**config.mk**
```make
export PLATFORM = sky130hd
export DESIGN_NAME = i2s_rx_core
export DESIGN_NICKNAME = d
export VERILOG_FILES = /design/src/rtl/i2s_rx_core_pkg.sv /design/src/rtl/i2s_rx_sync.sv /design/src/rtl/i2s_rx_core.sv
export SDC_FILE = /design/constraint.sdc
export NUM_CORES = 1
export LEC_CHECK = 0
export CORE_MARGIN = 2
export CORE_UTILIZATION = 55
export CTS_CLUSTER_DIAMETER = 120
export DETAILED_ROUTE_END_ITERATION = 16
export GPL_TIMING_DRIVEN = 0
export PLACE_DENSITY_LB_ADDON = 0.12
export SLEW_MARGIN = 40
export SYNTH_ARGS = -nofsm -noshare
export SYNTH_HDL_FRONTEND = slang
export SYNTH_SLANG_ARGS = --single-unit
```
**constraint.sdc**
```tcl
create_clock -name clk_i -period 5 [get_ports clk_i]
set_input_delay 1 -clock clk_i [delete_from_list [all_inputs] [get_ports clk_i]]
set_output_delay 1 -clock clk_i [all_outputs]
set_load 0.01 [all_outputs]
```
**src/rtl/i2s_rx_core_pkg.sv**
```systemverilog
// Shared I2S receive definitions: control-field codes, RX FSM states and word-assembly helpers.
package i2s_rx_core_pkg;

    localparam int unsigned RX_DW = 32;

    localparam logic [1:0] I2S_DAT_8_BITS  = 2'b00;
    localparam logic [1:0] I2S_DAT_16_BITS = 2'b01;
    localparam logic [1:0] I2S_DAT_24_BITS = 2'b10;
    localparam logic [1:0] I2S_DAT_32_BITS = 2'b11;

    localparam logic [1:0] I2S_FMT_PHILIPS = 2'b00;
    localparam logic [1:0] I2S_FMT_LJ      = 2'b01;

    localparam logic [1:0] I2S_CHM_STEREO = 2'b00;
    localparam logic [1:0] I2S_CHM_LEFT   = 2'b01;
    localparam logic [1:0] I2S_CHM_RIGHT  = 2'b10;

    typedef enum logic [1:0] {
        ST_IDLE  = 2'b00,
        ST_ALIGN = 2'b01,
        ST_RECV  = 2'b10,
        ST_HOLD  = 2'b11
    } rx_state_e;

    typedef struct packed {
        logic             chl;
        logic [RX_DW-1:0] data;
    } rx_word_t;

    function automatic logic [5:0] word_bits(input logic [1:0] chl);
        case (chl)
            I2S_DAT_8_BITS:  return 6'd8;
            I2S_DAT_16_BITS: return 6'd16;
            I2S_DAT_24_BITS: return 6'd24;
            default:         return 6'd32;
        endcase
    endfunction

    // Position of serial bit number cnt inside the MSB-aligned output word.
    function automatic logic [4:0] bit_idx(input logic lsb, input logic [1:0] chl,
                                           input logic [5:0] cnt);
        logic [5:0] idx;
        idx = lsb ? (6'd32 - word_bits(chl) + cnt) : (6'd31 - cnt);
        return idx[4:0];
    endfunction

endpackage

```
**src/rtl/i2s_rx_sync.sv**
```systemverilog
// Brings the external sck/ws/sd into the clk_i domain and flags rising edges of sck.
module i2s_rx_sync #(
    parameter int unsigned SYNC_STAGES = 2
) (
    input  logic clk_i,
    input  logic rst_n_i,
    input  logic sck_i,
    input  logic ws_i,
    input  logic sd_i,
    output logic sck_re_c,
    output logic ws_o,
    output logic sd_o
);

    logic [SYNC_STAGES-1:0] sck_q, sck_d;
    logic [SYNC_STAGES-1:0] ws_q, ws_d;
    logic [SYNC_STAGES-1:0] sd_q, sd_d;
    logic                   sck_prev_q, sck_prev_d;

    always_comb begin
        sck_d      = {sck_q[SYNC_STAGES-2:0], sck_i};
        ws_d       = {ws_q[SYNC_STAGES-2:0], ws_i};
        sd_d       = {sd_q[SYNC_STAGES-2:0], sd_i};
        sck_prev_d = sck_q[SYNC_STAGES-1];
    end

    always_ff @(posedge clk_i) begin
        if (!rst_n_i) begin
            sck_q      <= '0;
            ws_q       <= '0;
            sd_q       <= '0;
            sck_prev_q <= 1'b0;
        end else begin
            sck_q      <= sck_d;
            ws_q       <= ws_d;
            sd_q       <= sd_d;
            sck_prev_q <= sck_prev_d;
        end
    end

    assign sck_re_c = sck_q[SYNC_STAGES-1] & ~sck_prev_q;
    assign ws_o     = ws_q[SYNC_STAGES-1];
    assign sd_o     = sd_q[SYNC_STAGES-1];

endmodule

```
**src/rtl/i2s_rx_core.sv**
```systemverilog
// Slave-mode I2S receiver: aligns to slot starts, assembles 8..32-bit words and
// presents them on a valid/ready stream with a sticky overflow flag.
module i2s_rx_core
    import i2s_rx_core_pkg::*;
#(
    parameter int unsigned DATA_WIDTH  = 32,
    parameter int unsigned SYNC_STAGES = 2
) (
    input  logic                  clk_i,
    input  logic                  rst_n_i,
    input  logic                  en_i,
    input  logic                  lsb_i,
    input  logic [1:0]            fmt_i,
    input  logic [1:0]            chm_i,
    input  logic [1:0]            chl_i,
    output logic                  busy_o,
    output logic                  ovf_o,
    input  logic                  ovf_clr_i,
    output logic                  rx_valid_o,
    input  logic                  rx_ready_i,
    output logic [DATA_WIDTH-1:0] rx_data_o,
    output logic                  rx_chl_o,
    input  logic                  i2s_sck_i,
    input  logic                  i2s_ws_i,
    input  logic                  i2s_sd_i
);

    logic sck_re_c, ws_s, sd_s;

    i2s_rx_sync #(.SYNC_STAGES(SYNC_STAGES)) u_sync (
        .clk_i    (clk_i),
        .rst_n_i  (rst_n_i),
        .sck_i    (i2s_sck_i),
        .ws_i     (i2s_ws_i),
        .sd_i     (i2s_sd_i),
        .sck_re_c (sck_re_c),
        .ws_o     (ws_s),
        .sd_o     (sd_s)
    );

    rx_state_e        state_q, state_d;
    logic             ws_prev_q, ws_prev_d;
    logic             ws_vld_q, ws_vld_d;
    logic             pend_q, pend_d;
    logic             pend_ch_q, pend_ch_d;
    logic             slot_ch_q, slot_ch_d;
    logic [1:0]       cfg_chl_q, cfg_chl_d;
    logic             cfg_lsb_q, cfg_lsb_d;
    logic [5:0]       bit_cnt_q, bit_cnt_d;
    logic [RX_DW-1:0] shift_q, shift_d;
    rx_word_t         out_q, out_d;
    logic             valid_q, valid_d;
    logic             ovf_q, ovf_d;
    logic             busy_q, busy_d;

    logic is_lj_c, ws_chg_c, slot_start_c, start_ch_c, last_bit_c, keep_c;
    logic word_done_c, ovf_set_c;

    // Philips slots start one sck after the ws change; left-justified on the change itself.
    assign is_lj_c      = (fmt_i == I2S_FMT_LJ);
    assign ws_chg_c     = ws_vld_q && (ws_s != ws_prev_q);
    assign slot_start_c = sck_re_c && (is_lj_c ? ws_chg_c : pend_q);
    assign start_ch_c   = is_lj_c ? ws_s : pend_ch_q;
    assign last_bit_c   = (bit_cnt_q + 6'd1) == word_bits(cfg_chl_q);
    assign keep_c       = (chm_i == I2S_CHM_LEFT)  ? !slot_ch_q :
                          (chm_i == I2S_CHM_RIGHT) ?  slot_ch_q : 1'b1;

    always_ff @(posedge clk_i) begin
        if (!rst_n_i) state_q <= ST_IDLE;
        else          state_q <= state_d;
    end

    always_comb begin
        state_d = state_q;
        if (!en_i) begin
            state_d = ST_IDLE;
        end else begin
            case (state_q)
                ST_IDLE:  state_d = ST_ALIGN;
                ST_ALIGN: if (slot_start_c) state_d = ST_RECV;
                ST_RECV: begin
                    if (slot_start_c)                 state_d = ST_RECV;
                    else if (sck_re_c && last_bit_c)  state_d = ST_HOLD;
                end
                ST_HOLD:  if (slot_start_c) state_d = ST_RECV;
                default:  state_d = ST_IDLE;
            endcase
        end
    end

    always_comb begin
        ws_prev_d   = ws_prev_q;
        ws_vld_d    = ws_vld_q;
        pend_d      = pend_q;
        pend_ch_d   = pend_ch_q;
        slot_ch_d   = slot_ch_q;
        cfg_chl_d   = cfg_chl_q;
        cfg_lsb_d   = cfg_lsb_q;
        bit_cnt_d   = bit_cnt_q;
        shift_d     = shift_q;
        out_d       = out_q;
        valid_d     = valid_q;
        ovf_d       = ovf_q;
        word_done_c = 1'b0;
        ovf_set_c   = 1'b0;

        // ws tracking runs even while disabled so re-enable aligns to a real change.
        if (sck_re_c) begin
            ws_prev_d = ws_s;
            ws_vld_d  = 1'b1;
            pend_d    = !is_lj_c && ws_chg_c;
            if (ws_chg_c) pend_ch_d = ws_s;
        end

        if (!en_i) begin
            bit_cnt_d = '0;
            shift_d   = '0;
        end else if (slot_start_c && (state_q != ST_IDLE)) begin
            cfg_chl_d = chl_i;
            cfg_lsb_d = lsb_i;
            slot_ch_d = start_ch_c;
            shift_d   = '0;
            shift_d[bit_idx(lsb_i, chl_i, 6'd0)] = sd_s;
            bit_cnt_d = 6'd1;
        end else if (sck_re_c && (state_q == ST_RECV)) begin
            shift_d[bit_idx(cfg_lsb_q, cfg_chl_q, bit_cnt_q)] = sd_s;
            bit_cnt_d   = bit_cnt_q + 6'd1;
            word_done_c = last_bit_c;
        end

        if (valid_q && rx_ready_i) valid_d = 1'b0;
        if (word_done_c && keep_c) begin
            if (!valid_q || rx_ready_i) begin
                out_d.chl  = slot_ch_q;
                out_d.data = shift_d;
                valid_d    = 1'b1;
            end else begin
                ovf_set_c = 1'b1;
            end
        end
        if (!en_i) valid_d = 1'b0;

        if (ovf_clr_i) ovf_d = 1'b0;
        if (ovf_set_c) ovf_d = 1'b1;

        busy_d = (state_d == ST_RECV);
    end

    always_ff @(posedge clk_i) begin
        if (!rst_n_i) begin
            ws_prev_q <= 1'b0;
            ws_vld_q  <= 1'b0;
            pend_q    <= 1'b0;
            pend_ch_q <= 1'b0;
            slot_ch_q <= 1'b0;
            cfg_chl_q <= I2S_DAT_8_BITS;
            cfg_lsb_q <= 1'b0;
            bit_cnt_q <= '0;
            shift_q   <= '0;
            out_q     <= '0;
            valid_q   <= 1'b0;
            ovf_q     <= 1'b0;
            busy_q    <= 1'b0;
        end else begin
            ws_prev_q <= ws_prev_d;
            ws_vld_q  <= ws_vld_d;
            pend_q    <= pend_d;
            pend_ch_q <= pend_ch_d;
            slot_ch_q <= slot_ch_d;
            cfg_chl_q <= cfg_chl_d;
            cfg_lsb_q <= cfg_lsb_d;
            bit_cnt_q <= bit_cnt_d;
            shift_q   <= shift_d;
            out_q     <= out_d;
            valid_q   <= valid_d;
            ovf_q     <= ovf_d;
            busy_q    <= busy_d;
        end
    end

    assign busy_o     = busy_q;
    assign ovf_o      = ovf_q;
    assign rx_valid_o = valid_q;
    assign rx_data_o  = DATA_WIDTH'(out_q.data);
    assign rx_chl_o   = out_q.chl;

endmodule

```
After elaboration in Yosys (flattened, before gate mapping). Index checks and enable logic that the tools add are counted. W data, S select, Z words.

$add $sub $neg: 5. Magnitude comparators: 4. Equality and inequality tests: 13. Muxes and demuxes: 38. Bitwise logic cells: 5. Reduce and logical (&&, ||, !) cells: 26.

Operator list (number): $mux W32 (3); $mux W5 (7); $and A32 B32 Y32 (1); $bwmux W32 (1); $mux W1 (18); $pmux W6 S3 (1); $pmux W5 S3 (1); $eq A2 B2 Y1 const B (6); $lt A5 B6 Y1 const B (2); $demux W1 S5 (2); $eq A2 B1 Y1 const B (5); $ge A5 B1 Y1 const B (2); $logic_and A1 B1 Y1 (10); $sub A1 B5 Y5 const A (2); $mux W2 (4); $reduce_and A2 Y1 (4); $add A6 B1 Y6 const B (1); $eq A6 B6 Y1 (1); $logic_not A2 Y1 (3); $pmux W2 S3 (1); $reduce_bool A2 Y1 (3); $add A5 B5 Y5 (1); $sub A5 B5 Y5 const A (1); $logic_not A1 Y1 (3); 6 further kinds (8).

Register bits after elaboration: 91. Input bits: 15. Output and inout bits: 36. Logic and storage cells: 111.

Logic depth before layout (Yosys ltp). Gate-level depths: netlist (run 1).

Depth after elaboration: 18. Mapped depth: 10. Mapped depth without buffers: 8.

Modules after synthesis. A second synthesis (run 1) with hierarchy kept.

Cells, all modules: 456. Area total of the unflattened synthesis: 4376.7 µm².

Modules (own cells, without submodules): i2s_rx_core (times used 1, cells an instance 441, area each 4186.5 µm², sequential area each 1681.6 µm²); i2s_rx_sync (times used 1, cells an instance 15, area each 190.2 µm², sequential area each 140.1 µm²).

Least setup slack after synthesis (run 1). No wires, ideal clock.

Path type: input to register. From: input port fmt_i[0]. To: register out_q, in the netlist rx_data_o[10]. Setup time: 0.117 ns. Data arrival time: 2.457 ns. Required time: 4.883 ns. Path slack: 2.426 ns. Stages: 8. Path buffers: 2. Cell sequence: nor2b_1 o221ai_1 o21ai_0 nor4_4 and2_1 buf_6 buf_6 a22o_1.

Word-level cells in the longest chain between the ends: 8. Elaborated cells on any way between the ends: 10. Those cells by class: eq/ne (1); mux (5); reduce/logical (4).

RTL lines: start: declaration (RTL line i2s_rx_core.sv:13) `input logic [1:0] fmt_i,`; $eq A2 B1 Y1 (*) (RTL line i2s_rx_core.sv:60) `assign is_lj_c = (fmt_i == I2S_FMT_LJ);`; $mux W1 (*) (RTL line i2s_rx_core.sv:62) `assign slot_start_c = sck_re_c && (is_lj_c ? ws_chg_c : pend_q);`; $logic_and A1 B1 Y1 (*) (RTL line i2s_rx_core.sv:62); $logic_and A1 B1 Y1 (*) (RTL line i2s_rx_core.sv:118) `end else if (slot_start_c && (state_q != ST_IDLE)) begin`; $mux W1 (RTL line i2s_rx_core.sv:118); $mux W1 (RTL line i2s_rx_core.sv:115) `if (!en_i) begin`; $logic_and A1 B1 Y1 (RTL line i2s_rx_core.sv:132) `if (word_done_c && keep_c) begin`; $reduce_and A2 Y1 (no source line); end signal: assignment (RTL line i2s_rx_core.sv:174) `out_q <= out_d;`; end: declaration (RTL line i2s_rx_core.sv:51) `rx_word_t out_q, out_d;`.

Every way passes the cells marked *; elsewhere a longest branch is shown, timed or not. A chain may end at the register's enable or synchronous reset.

Final worst setup path (run 1).
From: input port fmt_i[0]. To: register shift_q[14].

Word-level cells in the longest chain between the ends: 6.

RTL lines: $eq A2 B1 Y1 (RTL line i2s_rx_core.sv:60); $mux W1 (RTL line i2s_rx_core.sv:62); $logic_and A1 B1 Y1 (RTL line i2s_rx_core.sv:62); $logic_and A1 B1 Y1 (RTL line i2s_rx_core.sv:118); $mux W32 (RTL line i2s_rx_core.sv:118); $mux W32 (RTL line i2s_rx_core.sv:115); end signal: assignment (RTL line i2s_rx_core.sv:173) `shift_q <= shift_d;`; end: declaration (RTL line i2s_rx_core.sv:50) `logic [RX_DW-1:0] shift_q, shift_d;`.

Every way passes these cells.

==> impl_metrics.csv, run 1 <==
group,metric,value,unit
outcome,outcome,"finished clean",
clock_network,post_cts_resized,0,
synthesis,synth.avg_cell_area,9.35,µm²
critical_path,path_class,"in -> reg",
clock_network,cts_hold_buffers,0,
floorplan,ios,51,
job,cap_viol_max_count,0,
sta,fin_crit_sh,0.645,
clock_network,ctsHtreeMaxLevel,3,
routing,dr.pass1.iters,4,
pwr,max-vdd-ir-drop,186,µV
clock_network,clkSinkCount,91,
sta,hold_viol,0,
synthesis,synth_common_cells,"91 x dfxtp_1, 49 x nand2_1, 36 x and2_1",
sta,fin_worst_skew,0.0124,ns
synthesis,synth_top_cell_area_share,0.451,
routing,antenna_left,0,
critical_path,cp_num_buf_inv,2,
synthesis,yosysSeqAreaShare,0.451,
sta,drv_slew,0,
pwr,power_density,270,nW/µm²
floorplan,die_w,89.7,µm
hold_path,hp-class,"reg -> reg",
routing,vias,3368,
synthesis,synth.most_common_cell,"dfxtp_1",
floorplan,die_h,89.7,µm
global_route,grt_pass1_wl,15200,µm
clock_network,cts_root_buf,"clkbuf_8",
layout,drive_gt1_frac,0.0726,
floorplan,rows,31,
placed_design,dp_hpwl,6600,µm
global_route,grt_pass1_vias,3101,
critical_path,required,5.32,ns
synthesis,netlist_area,4040,µm²
floorplan,initial_core_util,0.563,
synthesis,synth.net_count,453,
routing,vias_per_cell,5.66,
synthesis,ys_ff_latch,91,
sta,worstMarginPinSlew,0.839,ns
synthesis,synthFlopType,"dfxtp_1",
sta,final.setup.tns,0,ns
critical_path,cp_slowest_stage_delay,0.42,ns
global_route,grt_antenna_before_repair,0,
floorplan,core,7180,µm²
critical_path,cp_cell_sequence,"clkdlybuf4s50_1 -> nor2b_1 -> o221a_2 -> a21boi_0 -> nand2_1 -> clkbuf_1 -> o31ai_1 -> and2_1",
critical_path,slowest_stage,"clkdlybuf4s50_1",
synthesis,synth_edf_count,0,
clock_network,cts.reportedPaths.clkPinSlew,0.09,ns
pwr,p_leak,0.00187,µW
pwr,power,1310,µW
synthesis,yosys_warnings,0,
clock_network,clk-insertion-delay-late,0.37,ns
clock_network,cts_tree,"yes",
sta,maxSlewHeadroom,0.440,
routing,drt_iter0_drc,235,
sta,min_period,3.22,ns
clock_network,cts_buffers,9,
placed_design,io_buffers,48,
routing,finalWirelength,9280,µm
sta,finalSetupViolations,0,
sta,fmax,310,MHz
routing,drc,0,
layout,num_antenna_cells,0,
critical_path,start_kind,"input pin",
layout,stdcell_area,4860,µm²
critical_path,path_max_fanout,10,
synthesis,yosys.area.top_type,"dfxtp_1",
synthesis,ys_top_cells_by_area,"dfxtp_1 45%, a22o_1 5.9%, and2_1 5.6%",
critical_path,end_kind,"flip-flop",
routing,wl_per_cell,15.6,µm
synthesis,async_reset_ff_frac,0,
global_route,grt_max_degree,17,
clock_network,cts_buffer_depth,2,
placed_design,gp_congestion,0.851,
placed_design,place_area,4640,µm²
floorplan,dieArea,8050,µm²
layout,synthToLayoutAreaGrowth,20.4,%
layout,post-route-util,0.677,
synthesis,synth_cells,432,
layout,nets,512,
clock_network,postCtsSetupRepairBufs,0,
sta,rsz0062_at_grt,"false",
global_route,groute.usage.overall,0.249,
critical_path,crit_family,"compound AO/OA/AOI/OAI gates",
critical_path,arrival,3.55,ns
synthesis,synthDistinctLibCells,61,
global_route,gr-total-overflow,0,
==> routing by layer <==
metal	vias up	GRT usage	share of wire
met3	12	0.0649	0.045
met1	1603	0.331	0.47
li1	1674	-	-
met5	-	0	0
met4	0	0.0936	0.017
met2	79	0.388	0.47
==> kinds of logic after synthesis <==
logic type	after synthesis	synth area share
buf+inv	36	0.0437
simple gates	151	0.202
xor+xnor	9	0.0229
flops	91	0.451
fa+ha+maj	6	0.0186
mux	19	0.0474
compound gates	120	0.214
==> per-stage QoR <==
step | std cells | hold slack [ns] | setup slack, ns
2_1_floorplan | 432 | 0.412 | 2.43
3_3_place_gp | 579 | 0.418 | 1.44
3_5_place_dp | 579 | 0.421 | 1.44
4_1_cts | 595 | 0.444 | 1.82
5_1_grt | 595 | 0.452 | 1.54
6_report | 595 | 0.441 | 1.78
==> path summary, 6_finish.rpt <==
| check | from | cells past startpoint | to | slack [ns] |
|---|---|---|---|---|
| min | u_sync.sd_q[0]$_SDFF_PN0_ | 1 | u_sync.sd_q[1]$_SDFF_PN0_ | 0.44 |
| min reg2reg | u_sync.sd_q[0]$_SDFF_PN0_ | 1 | u_sync.sd_q[1]$_SDFF_PN0_ | 0.44 |
| max | fmt_i[0] | 8 | shift_q[14]$_SDFF_PN0_ | 1.78 |
| max reg2reg | cfg_chl_q[0]$_SDFFE_PN0P_ | 9 | rx_data_o[27]$_SDFFE_PN0P_ | 1.99 |
==> flip-flops by register name, summed over array words and instances (netlist names) <==
signal and cells:
rx_data_o 32, shift_q 32, bit_cnt_q 6, cfg_chl_q 2, state_q 2, u_sync.sck_q 2, u_sync.sd_q 2, u_sync.ws_q 2
busy_o 1, cfg_lsb_q 1, ovf_o 1, pend_ch_q 1, pend_q 1, rx_chl_o 1, rx_valid_o 1, slot_ch_q 1
u_sync.sck_prev_q 1, ws_prev_q 1, ws_vld_q 1
==> report_power, final <==
part	total [µW]	internal, µW	switching (µW)
registers	731	728	3.08
logic	46.3	16.9	29.4
clock network	536	265	271
==> placed cells by master, fill, tap and decap left out, drive strengths merged, types with 7 or more instances in the layout <==
master and count:
clkbuf 27, a21oi 20, nor3 7, nor2 20, and2 36, inv 9, o31ai 16, dfxtp 91
buf 13, clkdlybuf4s50 48, a22o 27, nand2 49, mux2i 18, o21ai 16, o211ai 14
==> area by class of cell <==
cell class	instances	area [µm²]
Multi-Input combinational cell	305	2040
Fill cell	590	2310
Tap cell	99	124
Clock buffer	11	151
Timing Repair Buffer	48	480
Clock inverter	5	66.3
Buffer	29	150
Sequential cell	91	1820
Inverter	7	26.3
==> worst register-to-register path, delay by kind of cell (launching register included) <==
kind,cells,cell delay (ns)
adder cells (fa/ha/maj),1,0.34
AND/OR/NAND/NOR,4,1.48
buffers and inverters,2,0.27
multiplexers,1,0.18
AO/OA/AOI/OAI,1,0.22
flip-flops,1,0.41
(Power assumes the default switching activity.)
==> run 2, diff against run 1 <==
clock period = 3.1 ns   (was 5 ns; I/O delays follow)
==> run 2 against run 1 <==
Combinational power up 61%. Clock power rose by 61%. Global-route usage about the same. Cell area up 0.10%. Worst setup slack worse by 1.5 ns. Routed wire length is 0.31% higher. Critical path depth unchanged. Via count rose by 0.24%. Hold slack hardly changed. Die area unchanged. Clock skew fell by 0.0020 ns. Critical endpoint unchanged. Highest routed layer unchanged.
==> impl_metrics.csv, run 2 (same netlist as run 1, synthesis figures left out) <==
group,metric,value,unit
outcome,outcome,"finished clean",
sta,maxSlewHeadroom,0.515,
floorplan,ios,51,
critical_path,path_class,"in -> reg",
floorplan,die_w,89.7,µm
clock_network,postCtsSetupRepairBufs,0,
pwr,max-vdd-ir-drop,300,µV
layout,final_common_cell,"dfxtp_1",
global_route,gr-total-overflow,0,
layout,nets,512,
placed_design,io_buffers,48,
floorplan,initial_core_util,0.563,
critical_path,arrival,3.18,ns
critical_path,crit_family,"compound AO/OA/AOI/OAI gates",
routing,vias_per_cell,5.67,
routing,wl_per_cell,15.6,µm
sta,fin_worst_skew,0.0104,ns
floorplan,die_h,89.7,µm
pwr,p_leak,0.00187,µW
routing,drt_iter0_drc,189,
critical_path,cp_slowest_stage_delay,0.42,ns
routing,antenna_left,0,
clock_network,clk-insertion-delay-late,0.37,ns
pwr,power,2120,µW
placed_design,dp_hpwl,6600,µm
sta,fin_crit_sh,0.923,
pwr,power_density,435,nW/µm²
critical_path,required,3.42,ns
clock_network,ctsHtreeMaxLevel,3,
routing,finalWirelength,9310,µm
layout,drive_gt1_frac,0.0746,
critical_path,end_kind,"flip-flop",
sta,finalSetupViolations,0,
clock_network,cts_root_buf,"clkbuf_8",
sta,worstMarginPinSlew,0.708,ns
clock_network,cts.reportedPaths.clkPinSlew,0.09,ns
global_route,grt_pass1_vias,3081,
sta,min_period,2.86,ns
job,cap_viol_max_count,0,
floorplan,rows,31,
sta,drv_slew,0,
global_route,grt_antenna_before_repair,0,
sta,fmax,349,MHz
critical_path,cp_num_buf_inv,2,
routing,vias,3376,
routing,drc,0,
clock_network,cts_hold_buffers,0,
critical_path,path_max_fanout,10,
layout,final_cell_mix,"91 x dfxtp_1, 49 x nand2_1, 48 x clkdlybuf4s50_1",
clock_network,cts_buffers,9,
critical_path,slowest_stage,"clkdlybuf4s50_1",
critical_path,cp_cell_sequence,"clkdlybuf4s50_1 -> nor2b_1 -> o221a_2 -> a21boi_0 -> nand2_1 -> clkbuf_1 -> o31ai_1 -> and2_1",
floorplan,dieArea,8050,µm²
sta,hold_slack,0.441,ns
clock_network,cts_tree,"yes",
clock_network,cts_buffer_depth,2,
hold_path,hp-class,"reg -> reg",
layout,num_antenna_cells,0,
critical_path,start_kind,"input pin",
global_route,grt_pass1_wl,15200,µm
layout,synthToLayoutAreaGrowth,20.5,%
global_route,groute.usage.overall,0.249,
placed_design,gp_congestion,0.851,
clock_network,clkSinkCount,91,
routing,dr.pass1.iters,5,
global_route,grt_max_degree,17,
clock_network,post_cts_resized,0,
floorplan,core,7180,µm²
sta,rsz0062_at_grt,"false",
sta,hold_viol,0,
[run 2: changes by cell type in the layout (fill, tap and decap cells not counted)]
cell / before / now
nor3b_1: 3 / 2
nor3b_2: 1 / 2
[run 2: layer usage]
metal | vias up | wire length (µm) | GRT usage
li1 | 1673 | - | -
met4 | 0 | 125 | 0.0760
met5 | - | 0 | 0
met3 | 11 | 498 | 0.0759
met2 | 96 | 4340 | 0.388
met1 | 1596 | 4340 | 0.332
[run 2: worst paths after layout]
check	slack [ns]	end	start	cells after the start
worst max register to register	0.28	rx_data_o[18]$_SDFFE_PN0P_	cfg_chl_q[0]$_SDFFE_PN0P_	9
worst min register to register	0.44	u_sync.sd_q[1]$_SDFF_PN0_	u_sync.sd_q[0]$_SDFF_PN0_	1
worst min-delay path	0.44	u_sync.sd_q[1]$_SDFF_PN0_	u_sync.sd_q[0]$_SDFF_PN0_	1
worst max-delay path	0.24	shift_q[14]$_SDFF_PN0_	fmt_i[0]	8
[run 2: worst register-to-register path: stages (launching register included)]
cell and delay, ns:
dfxtp_1 0.41, inv_1 0.09, ha_1 0.34, or3_1 0.39, and4_1 0.21, clkbuf_1 0.19
nor3_1 0.51, nand2_1 0.16, mux2i_1 0.18, a22o_1 0.24
[run 2: stage by stage]
stage	TNS [ns]	instances	cell area, µm²	utilization	worst slack, ns
after detailed placement	-0.917	579	4640	0.647	-0.0759
after global routing	0	595	4870	0.678	0.0260
final	0	595	4870	0.678	0.238
after CTS	0	595	4860	0.677	0.143
after global placement	-0.749	579	4640	0.647	-0.0816
after floorplan	0	432	4040	-	0.684
[run 2: cell type report]
type	count	area, µm²
multi-input combinational	305	2050
timing repair buffer	48	480
fill	589	2310
sequential	91	1820
inverter	7	26.3
clock inverter	5	66.3
tap	99	124
buffer	29	150
clock buffer	11	151
[run 2: report_power, final]
part,leakage [µW],switching (µW),internal [µW]
clock network,0.000108,437,428
logic,0.00103,47.0,27.3
registers,0.000734,4.98,1170
total,0.00187,489,1630
